<file path="config.mk">
export PLATFORM = sky130hd
export DESIGN_NAME = spi_flash_byte_reader
export DESIGN_NICKNAME = d
export VERILOG_FILES = /design/src/rtl/spi_flash_byte_reader_pkg.sv /design/src/rtl/spi_flash_byte_reader_sck_gen.sv /design/src/rtl/spi_flash_byte_reader.sv
export SDC_FILE = /design/constraint.sdc
export NUM_CORES = 1
export LEC_CHECK = 0
export CAP_MARGIN = 15
export CORE_MARGIN = 3
export CORE_UTILIZATION = 25
export CTS_BUF_LIST = sky130_fd_sc_hd__clkbuf_8
export DETAILED_ROUTE_END_ITERATION = 8
export SLEW_MARGIN = 20
export SYNTH_ARGS = -nofsm -noshare
export SYNTH_HDL_FRONTEND = slang
export SYNTH_SLANG_ARGS = --single-unit
export TNS_END_PERCENT = 1
</file>
<file path="constraint.sdc">
create_clock -name i_sysclk -period 3.01 [get_ports i_sysclk]
set_clock_uncertainty 0.05 [all_clocks]
set_input_delay 0.301 -clock i_sysclk [delete_from_list [all_inputs] [get_ports i_sysclk]]
set_output_delay 0.301 -clock i_sysclk [all_outputs]
set_load 0.01 [all_outputs]
</file>
<file path="src/rtl/spi_flash_byte_reader_pkg.sv">
// spi_flash_byte_reader_pkg: shared constants and state encoding for the SPI flash byte reader.
package spi_flash_byte_reader_pkg;
    localparam logic [7:0] SPI_CMD_READ = 8'h03;
    localparam int CMD_BITS = 32;
    typedef enum logic [2:0] {
        IDLE    = 3'd0,
        CMD     = 3'd1,
        DATA    = 3'd2,
        STALL   = 3'd3,
        CS_WAIT = 3'd4
    } state_t;
endpackage

</file>
<file path="src/rtl/spi_flash_byte_reader_sck_gen.sv">
// spi_sck_gen: mode-0 SCK divider with rise/fall ticks; disabling it parks SCK low and restarts the count.
module spi_sck_gen #(
    parameter int CLK_DIV = 2
) (
    input  logic clk_i,
    input  logic rst_i,
    input  logic en_i,
    output logic sck_o,
    output logic rise_o,
    output logic fall_o
);
    localparam int CW = CLK_DIV > 1 ? $clog2(CLK_DIV) : 1;
    logic [CW-1:0] cnt_q;
    logic          sck_q;
    logic          wrap;
    assign wrap   = en_i && cnt_q == CW'(CLK_DIV - 1);
    assign rise_o = wrap & ~sck_q;
    assign fall_o = wrap & sck_q;
    assign sck_o  = sck_q;
    always_ff @(posedge clk_i or posedge rst_i) begin
        if (rst_i) begin
            cnt_q <= '0;
            sck_q <= 1'b0;
        end else if (!en_i) begin
            cnt_q <= '0;
            sck_q <= 1'b0;
        end else begin
            cnt_q <= wrap ? '0 : cnt_q + 1'b1;
            sck_q <= sck_q ^ wrap;
        end
    end
endmodule

</file>
<file path="src/rtl/spi_flash_byte_reader.sv">
// spi_flash_byte_reader: issues SPI READ (0x03) and streams flash bytes with ready-driven SCK stalls.
module spi_flash_byte_reader
    import spi_flash_byte_reader_pkg::*;
#(
    parameter int CLK_DIV     = 2,
    parameter int ADDR_W      = 24,
    parameter int CS_HIGH_MIN = 4
) (
    input  logic              i_sysclk,
    input  logic              i_arst,
    input  logic              i_start,
    input  logic [ADDR_W-1:0] i_addr,
    input  logic              i_stop,
    input  logic              i_ready,
    output logic              o_busy,
    output logic              o_byte_en,
    output logic [7:0]        o_byte,
    output logic              o_spi_cs_n,
    output logic              o_spi_sck,
    output logic              o_spi_mosi,
    input  logic              i_spi_miso
);
    localparam int WW = $clog2(CS_HIGH_MIN + 1);
    state_t          state_q;
    logic [30:0]     sr_q;
    logic [5:0]      bit_q;
    logic [6:0]      rx_q;
    logic [WW-1:0]   wait_q;
    logic [7:0]      byte_q;
    logic            stop_q, busy_q, byte_en_q, cs_n_q, mosi_q;
    logic            rise, fall, stop_hit, close;
    spi_sck_gen #(.CLK_DIV(CLK_DIV)) u_sck (
        .clk_i  (i_sysclk),
        .rst_i  (i_arst),
        .en_i   (state_q == CMD || state_q == DATA),
        .sck_o  (o_spi_sck),
        .rise_o (rise),
        .fall_o (fall)
    );
    // A stop seen mid-byte is held until the next byte boundary (or fall tick in CMD).
    assign stop_hit = i_stop | stop_q;
    assign close    = stop_hit && ((state_q == CMD && fall) ||
                                   (state_q == DATA && fall && bit_q == 6'd0) ||
                                   state_q == STALL);
    always_ff @(posedge i_sysclk or posedge i_arst) begin
        if (i_arst) begin
            state_q   <= IDLE;
            sr_q      <= '0;
            bit_q     <= '0;
            rx_q      <= '0;
            wait_q    <= '0;
            byte_q    <= 8'h00;
            stop_q    <= 1'b0;
            busy_q    <= 1'b0;
            byte_en_q <= 1'b0;
            cs_n_q    <= 1'b1;
            mosi_q    <= 1'b0;
        end else begin
            byte_en_q <= 1'b0;
            if (close) begin
                state_q <= CS_WAIT;
                cs_n_q  <= 1'b1;
                mosi_q  <= 1'b0;
                wait_q  <= '0;
                stop_q  <= 1'b0;
            end else begin
                if (i_stop && state_q != IDLE && state_q != CS_WAIT) stop_q <= 1'b1;
                case (state_q)
                    IDLE: if (i_start) begin
                        {mosi_q, sr_q} <= {SPI_CMD_READ, i_addr};
                        cs_n_q  <= 1'b0;
                        busy_q  <= 1'b1;
                        bit_q   <= '0;
                        stop_q  <= 1'b0;
                        state_q <= CMD;
                    end
                    CMD: if (fall) begin
                        {mosi_q, sr_q} <= {sr_q, 1'b0};
                        bit_q   <= bit_q == 6'(CMD_BITS - 1) ? 6'd0 : bit_q + 6'd1;
                        state_q <= bit_q == 6'(CMD_BITS - 1) ? DATA : CMD;
                    end
                    DATA: if (rise) begin
                        rx_q  <= {rx_q[5:0], i_spi_miso};
                        bit_q <= bit_q == 6'd7 ? 6'd0 : bit_q + 6'd1;
                        if (bit_q == 6'd7) begin
                            byte_q    <= {rx_q, i_spi_miso};
                            byte_en_q <= 1'b1;
                        end
                    end else if (fall && bit_q == 6'd0 && !i_ready) begin
                        state_q <= STALL;
                    end
                    STALL: if (i_ready) state_q <= DATA;
                    CS_WAIT: if (wait_q == WW'(CS_HIGH_MIN - 1)) begin
                        state_q <= IDLE;
                        busy_q  <= 1'b0;
                    end else begin
                        wait_q <= wait_q + 1'b1;
                    end
                    default: state_q <= IDLE;
                endcase
            end
        end
    end
    assign o_busy     = busy_q;
    assign o_byte_en  = byte_en_q;
    assign o_byte     = byte_q;
    assign o_spi_cs_n = cs_n_q;
    assign o_spi_mosi = mosi_q;
endmodule

</file>
# Word level (Yosys, flattened, before mapping)
# Index checks and enable logic that the tools add are counted.
[word_totals] reg_bits=65 input_bits=30 elab_cells=114
[op_classes] add_sub_neg=3 eq_ne=19 n_mux=41 n_bitwise=6 n_reduce_logical=32
[ops] operator="2-to-1 mux 31 bit" n=2
[ops] operator="one-hot mux 31 bit (2 select lines)" n=1
[ops] operator="2-to-1 mux 3 bit" n=10
[ops] operator="2-to-1 mux 6 bit" n=5
[ops] operator="2-to-1 mux 1 bit" n=18
[ops] operator="!= test 3 bit (second input constant)" n=6
[ops] operator="one-hot mux 6 bit (3 select lines)" n=1
[ops] operator="one-hot mux 3 bit (5 select lines)" n=1
[ops] operator="AND reduction 4 bit" n=3
[ops] operator="!= test 2 bit (second input constant)" n=5
[ops] operator="nonzero test 2 bit" n=5
[ops] operator="equality test 3 x 2 -> 1 bit (second input constant)" n=3
[ops] operator="logical AND 1 bit" n=9
[ops] operator="nonzero test 3 bit" n=3
[ops] operator="adder 6 x 1 -> 6 bit (second input constant)" n=1
[ops] operator="equality test 6 x 3 -> 1 bit (second input constant)" n=1
[ops] operator="equality test 6 x 5 -> 1 bit (second input constant)" n=1
[ops] operator="logical NOT 6 bit" n=1
[ops] operator="AND reduction 3 bit" n=2
[ops] operator="AND reduction 6 bit" n=1
[ops] operator="AND reduction 5 bit" n=1
[ops] operator="one-hot mux 1 bit (2 select lines)" n=2
[ops] operator="AND reduction 2 bit" n=2
[ops] operator="adder 3 x 1 -> 3 bit (second input constant)" n=1
[ops] operator="12 further kinds" n=16

# Longest topological paths before layout
[depth] word_depth=11 mapped_depth=13 depth_no_buf=10

# By module
# A second synthesis with hierarchy kept.
[hier_totals] cells_unflattened=317 hier_area_um2=3049.2
[modules_own_cells] mod="spi_flash_byte_reader" n_inst=1 cells_each=308 area_each_um2=2944.1
[modules_own_cells] mod="spi_sck_gen" n_inst=1 cells_each=9 area_each_um2=105.1

# Least setup slack after synthesis
# Ideal clock, no wire load.
[synth_timing] path_type="register to register" startpoint="reg state_q[2]" endpoint="reg byte_q[0], in the netlist o_byte[0]" setup_ps=125 arrival_ps=2617 t_required_ps=2835 slack_ps=218 stages_incl_launch_ff=12 period_less_slack_ps=2792 cell_sequence="dfrtp_1 clkbuf_1 nor3_2 nor2_1 nor2b_1 ha_1 buf_2 nand3b_1 or2_1 a21oi_2 nor4_4 mux2_2"
[synth_via] elab_chain_cells=11 elab_cells_between_ends=15
[synth_rtl] item="start, declared" line="spi_flash_byte_reader.sv:24" text="state_t state_q;"
[synth_rtl] item="start signal, assigned" line="spi_flash_byte_reader.sv:80" text="state_q <= bit_q == 6'(CMD_BITS - 1) ? DATA : CMD;"
[synth_rtl] item="equality test 3 x 1 -> 1 bit or equality test 3 x 2 -> 1 bit (tied branches)"
[synth_rtl] item="logical OR 1 bit" line="spi_flash_byte_reader.sv:35" text=".en_i (state_q == CMD || state_q == DATA),"
[synth_rtl] item="logical AND 1 bit" line="spi_flash_byte_reader_sck_gen.sv:16" text="assign wrap = en_i && cnt_q == CW'(CLK_DIV - 1);"
[synth_rtl] item="bitwise AND 1 bit" line="spi_flash_byte_reader_sck_gen.sv:18" text="assign fall_o = wrap & sck_q;"
[synth_rtl] item="logical AND 1 bit (2 in series)" line="spi_flash_byte_reader.sv:43" text="(state_q == DATA && fall && bit_q == 6'd0) ||"
[synth_rtl] item="logical OR 1 bit" line="spi_flash_byte_reader.sv:42" text="assign close = stop_hit && ((state_q == CMD && fall) ||"
[synth_rtl] item="logical OR 1 bit" line="spi_flash_byte_reader.sv:43"
[synth_rtl] item="logical AND 1 bit" line="spi_flash_byte_reader.sv:42"
[synth_rtl] item="NOT 1 bit (no line)"
[synth_rtl] item="AND reduction 4 bit (no line) (*)"
[synth_rtl] item="end signal, assigned" line="spi_flash_byte_reader.sv:86" text="byte_q <= {rx_q, i_spi_miso};"
[synth_rtl] item="end, declared" line="spi_flash_byte_reader.sv:29" text="logic [7:0] byte_q;"
# Mark *: on every way between the ends. The rest lies on a longest branch, timed or not.
# A chain may end at the register's enable or synchronous reset.

# Final worst setup path
[layout_timing] startpoint="reg state_q[0]" endpoint="reg byte_q[6], in the netlist o_byte[6]"
# The elaborated chain is that of the path after synthesis.

==> results.py <==
metrics = {
    "logic_synthesis": {
        "syn_nets": 339,
        "ys.flop_type": "dfrtp_1",
        "synth_simple_gate_area_share_pct": 20.50,
        "seq_area_frac_synth_pct": 53.67,
        "synthXorXnorAreaFrac_pct": 0,
        "synth_top_family_by_area": "simple AND/OR/NAND/NOR gates",
        "synth-seq-cells": 65,
        "synth_mux_area_share_pct": 6.559,
        "synthArstFlopShare_pct": 100.0,
        "synth_compound_area_share_pct": 13.16,
        "synth-edff-count": 0,
        "ys_types": 46,
        "synth_top_area_cell": "dfrtp_1",
        "synthDominantCellAreaShare_pct": 52.81,
        "yosys.area_share.adder_pct": 2.475,
        "yosys_warnings": 0,
        "syn_area_sq_mm": 0.003033,
        "synth_cells": 303,
        "synth_area_leaders": "dfrtp_1 (53%), nand2_1 (7.2%), mux2_2 (5.6%)",
        "syn_area_per_cell_sq_um": 10.01,
    },
    "global_route": {
        "antenna_found_initial": 0,
        "grt_max_degree": 49,
        "grt_use_total_pct": 10.07,
        "globalRouteOverflowTotal": 0,
        "first_global_vias": 2245,
        "grt_pass1_wl_um": 10720,
    },
    "clock_tree": {
        "cts_buffers": 9,
        "cts-hold-fix-buffers": 0,
        "cts_htree_levels": 3,
        "clk_pin_slew_ns": 0.07,
        "cts_buffer_depth": 2,
        "tritoncts": "done",
        "cts_resized": 0,
        "clk_latency_ns": 0.34,
        "clock_sinks": 65,
        "cts_root_buffer": "clkbuf_8",
        "post_cts_buffers": 0,
    },
    "sta": {
        "max_freq_mhz": 362.8,
        "rsz0062_at_grt": "false",
        "drv_slew": 0,
        "worstMarginPinSlew_ns": 0.6434,
        "fin_crit_sh_pct": 91.57,
        "max_slew_margin_pct": 57.05,
        "fin_crit_ns": 2.756,
        "setup_viol": 0,
        "tns_ns": 0,
        "hold_violations": 0,
    },
    "cells_and_area": {
        "final_nets": 387,
        "syn_to_final_growth_pct": 28.18,
        "final_area_sq_mm": 0.003887,
        "layout_common_cells": "dfrtp_1 (64), nand2_1 (58), clkdlybuf4s50_1 (42)",
        "diodes": 0,
        "final_cells": 499,
        "final_layout_size_suffix_gt1_share_pct": 15.45,
        "final_common_cell": "dfrtp_1",
    },
    "worst_setup_path": {
        "crit_path_end_kind": "flip-flop",
        "critPathRequiredTime_ns": 3.19,
        "crit_path_max_incr_delay_ns": 0.53,
        "cp.arrival_ns": 2.93,
        "worstSetupPathType": "flip-flop to flip-flop",
        "path_cells": "inv_1 > nor3_2 > nor2_1 > nor2b_1 > ha_1 > nand3b_1 > or2_1 > a21oi_2 > nor4_4 > mux2_2",
        "cpMaxStageDelayCell": "nor4_4",
        "cp_max_fo": 11,
        "start_kind": "flip-flop",
    },
    "routing": {
        "drtAntennaViolNets": 0,
        "drt_iter0_markers": 96,
        "drt-met1-wl_um": 3079,
        "avgRoutedWirePerCell_um": 12.59,
        "highest_layer": "met4",
        "vias": 2344,
        "wl_met2_um": 2785,
        "drt_pre_antenna_iters": 6,
        "via_per_inst": 4.697,
        "drt-total-wl_um": 6282,
        "drcViolationCount": 0,
        "wl_met3_um": 318,
    },
    "place": {
        "dp_hpwl_um": 4400,
        "placed_cell_area_sq_mm": 0.003672,
        "placed_cells": 483,
        "gp_congestion": 0.8711,
        "portBuffers": 42,
    },
    "floorplanning": {
        "ios": 43,
        "die-area_sq_mm": 0.01349,
        "die_w_um": 116.1,
        "die_h_um": 116.1,
        "core_area_sq_mm": 0.01161,
        "start_util_pct": 26.12,
        "rows": 39,
    },
    "outcome": {
        "status": "completed",
    },
    "hold_path": {
        "hold_class": "input port to async pin",
    },
    "pwr": {
        "ir_worst_vdd_mv": 0.2601,
        "powerDensity_mw_per_mm2": 780.5,
        "p_leak_uw": 0.001686,
    },
    "job": {
        "max-cap-violations": 0,
    },
}
[final cells by class]
| cell class | instances | area [sq um] |
|---|---|---|
| Clock buffer | 12 | 165.2 |
| Clock inverter | 4 | 50.05 |
| Fill cell | 1193 | 7726 |
| Inverter | 10 | 37.54 |
| Multi-Input combinational cell | 212 | 1300 |
| Sequential cell | 65 | 1628 |
| Tap cell | 143 | 178.9 |
| Timing Repair Buffer | 53 | 528.0 |
[worst max-delay path, delay by kind of cell, from the launching register on]
kind                     cells  cell delay (ns)
buffers and inverters        1             0.19
adder cells (fa/ha/maj)      1             0.26
AND/OR/NAND/NOR              6             1.15
multiplexers                 1             0.40
AO/OA/AOI/OAI                1             0.09
flip-flops                   1             0.49
[power breakdown]
| group | total (uW) | internal, uW | switching [uW] |
|---|---|---|---|
| Combinational | 1010 | 422 | 584 |
| Clock | 780 | 449 | 331 |
| Sequential | 1250 | 1110 | 140 |
| Total | 3030 | 1980 | 1050 |
[cell families after synthesis]
group	after synthesis
AO/OA/AOI/OAI	57
adder cells (fa/ha/maj)	6
buffers and inverters	26
flip-flops	65
multiplexers	18
AND/OR/NAND/NOR	131
[stage by stage]
step / hold slack (ns) / util, % / total power [uW] / setup slack, ns
floorplan: 0.3014 / - / 1977 / 0.2181
global placement: 0.3665 / 31.62 / 2258 / 0.3400
detailed placement: 0.3591 / 31.62 / 2289 / 0.2487
CTS: 0.3347 / 33.47 / 3087 / 0.2364
global route: 0.3761 / 33.47 / 3291 / 0.01802
finish: 0.3255 / 33.47 / 3034 / 0.2536
[final timing paths]
| kind | from | to | slack, ns | cells after the start |
|---|---|---|---|---|
| max reg2reg | state_q[0] | o_byte[6] | 0.25 | 10 |
| max in group asynchronous | i_arst | sr_q[14] | 1.97 | 3 |
| min in group i_sysclk | u_sck.cnt_q | u_sck.cnt_q | 0.37 | 1 |
| max | state_q[0] | o_byte[6] | 0.25 | 10 |
| min | i_arst | o_byte_en | 0.33 | 2 |
| min reg2reg | u_sck.cnt_q | u_sck.cnt_q | 0.37 | 1 |
[cells in the mapped netlist, types with 2 or more instances]
master / count
dfrtp_1: 64
nand2_1: 58
nor2_1: 36
a31oi_1: 24
mux2_2: 15
inv_1: 10
clkbuf_1: 8
buf_2: 7
ha_1: 6
nor3_1: 6
o21ai_0: 6
a22o_1: 5
nand3_1: 5
o22ai_1: 4
a21oi_1: 3
a32o_1: 3
mux2i_1: 3
nand2b_1: 3
nand3b_1: 3
or3_1: 3
nor2b_1: 2
nor3b_1: 2
nor4_1: 2
o22a_1: 2
or2_2: 2
[flip-flops by register name, indices dropped and copies added, names as in the netlist]
| register | flops |
|---|---|
| bit_q | 6 |
| o_busy | 1 |
| o_byte | 8 |
| o_byte_en | 1 |
| o_spi_cs_n | 1 |
| o_spi_mosi | 1 |
| rx_q | 7 |
| sr_q | 31 |
| state_q | 3 |
| stop_q | 1 |
| u_sck.cnt_q | 1 |
| u_sck.sck_o | 1 |
| wait_q | 3 |
[per-layer routing]
metal  global-route usage, %  up-vias
met5                       0        -
met2                   15.50       61
li1                        -     1159
met1                   13.13     1118
met4                   3.403        0
met3                   3.731        6
Power figures use the tool's default switching activity.
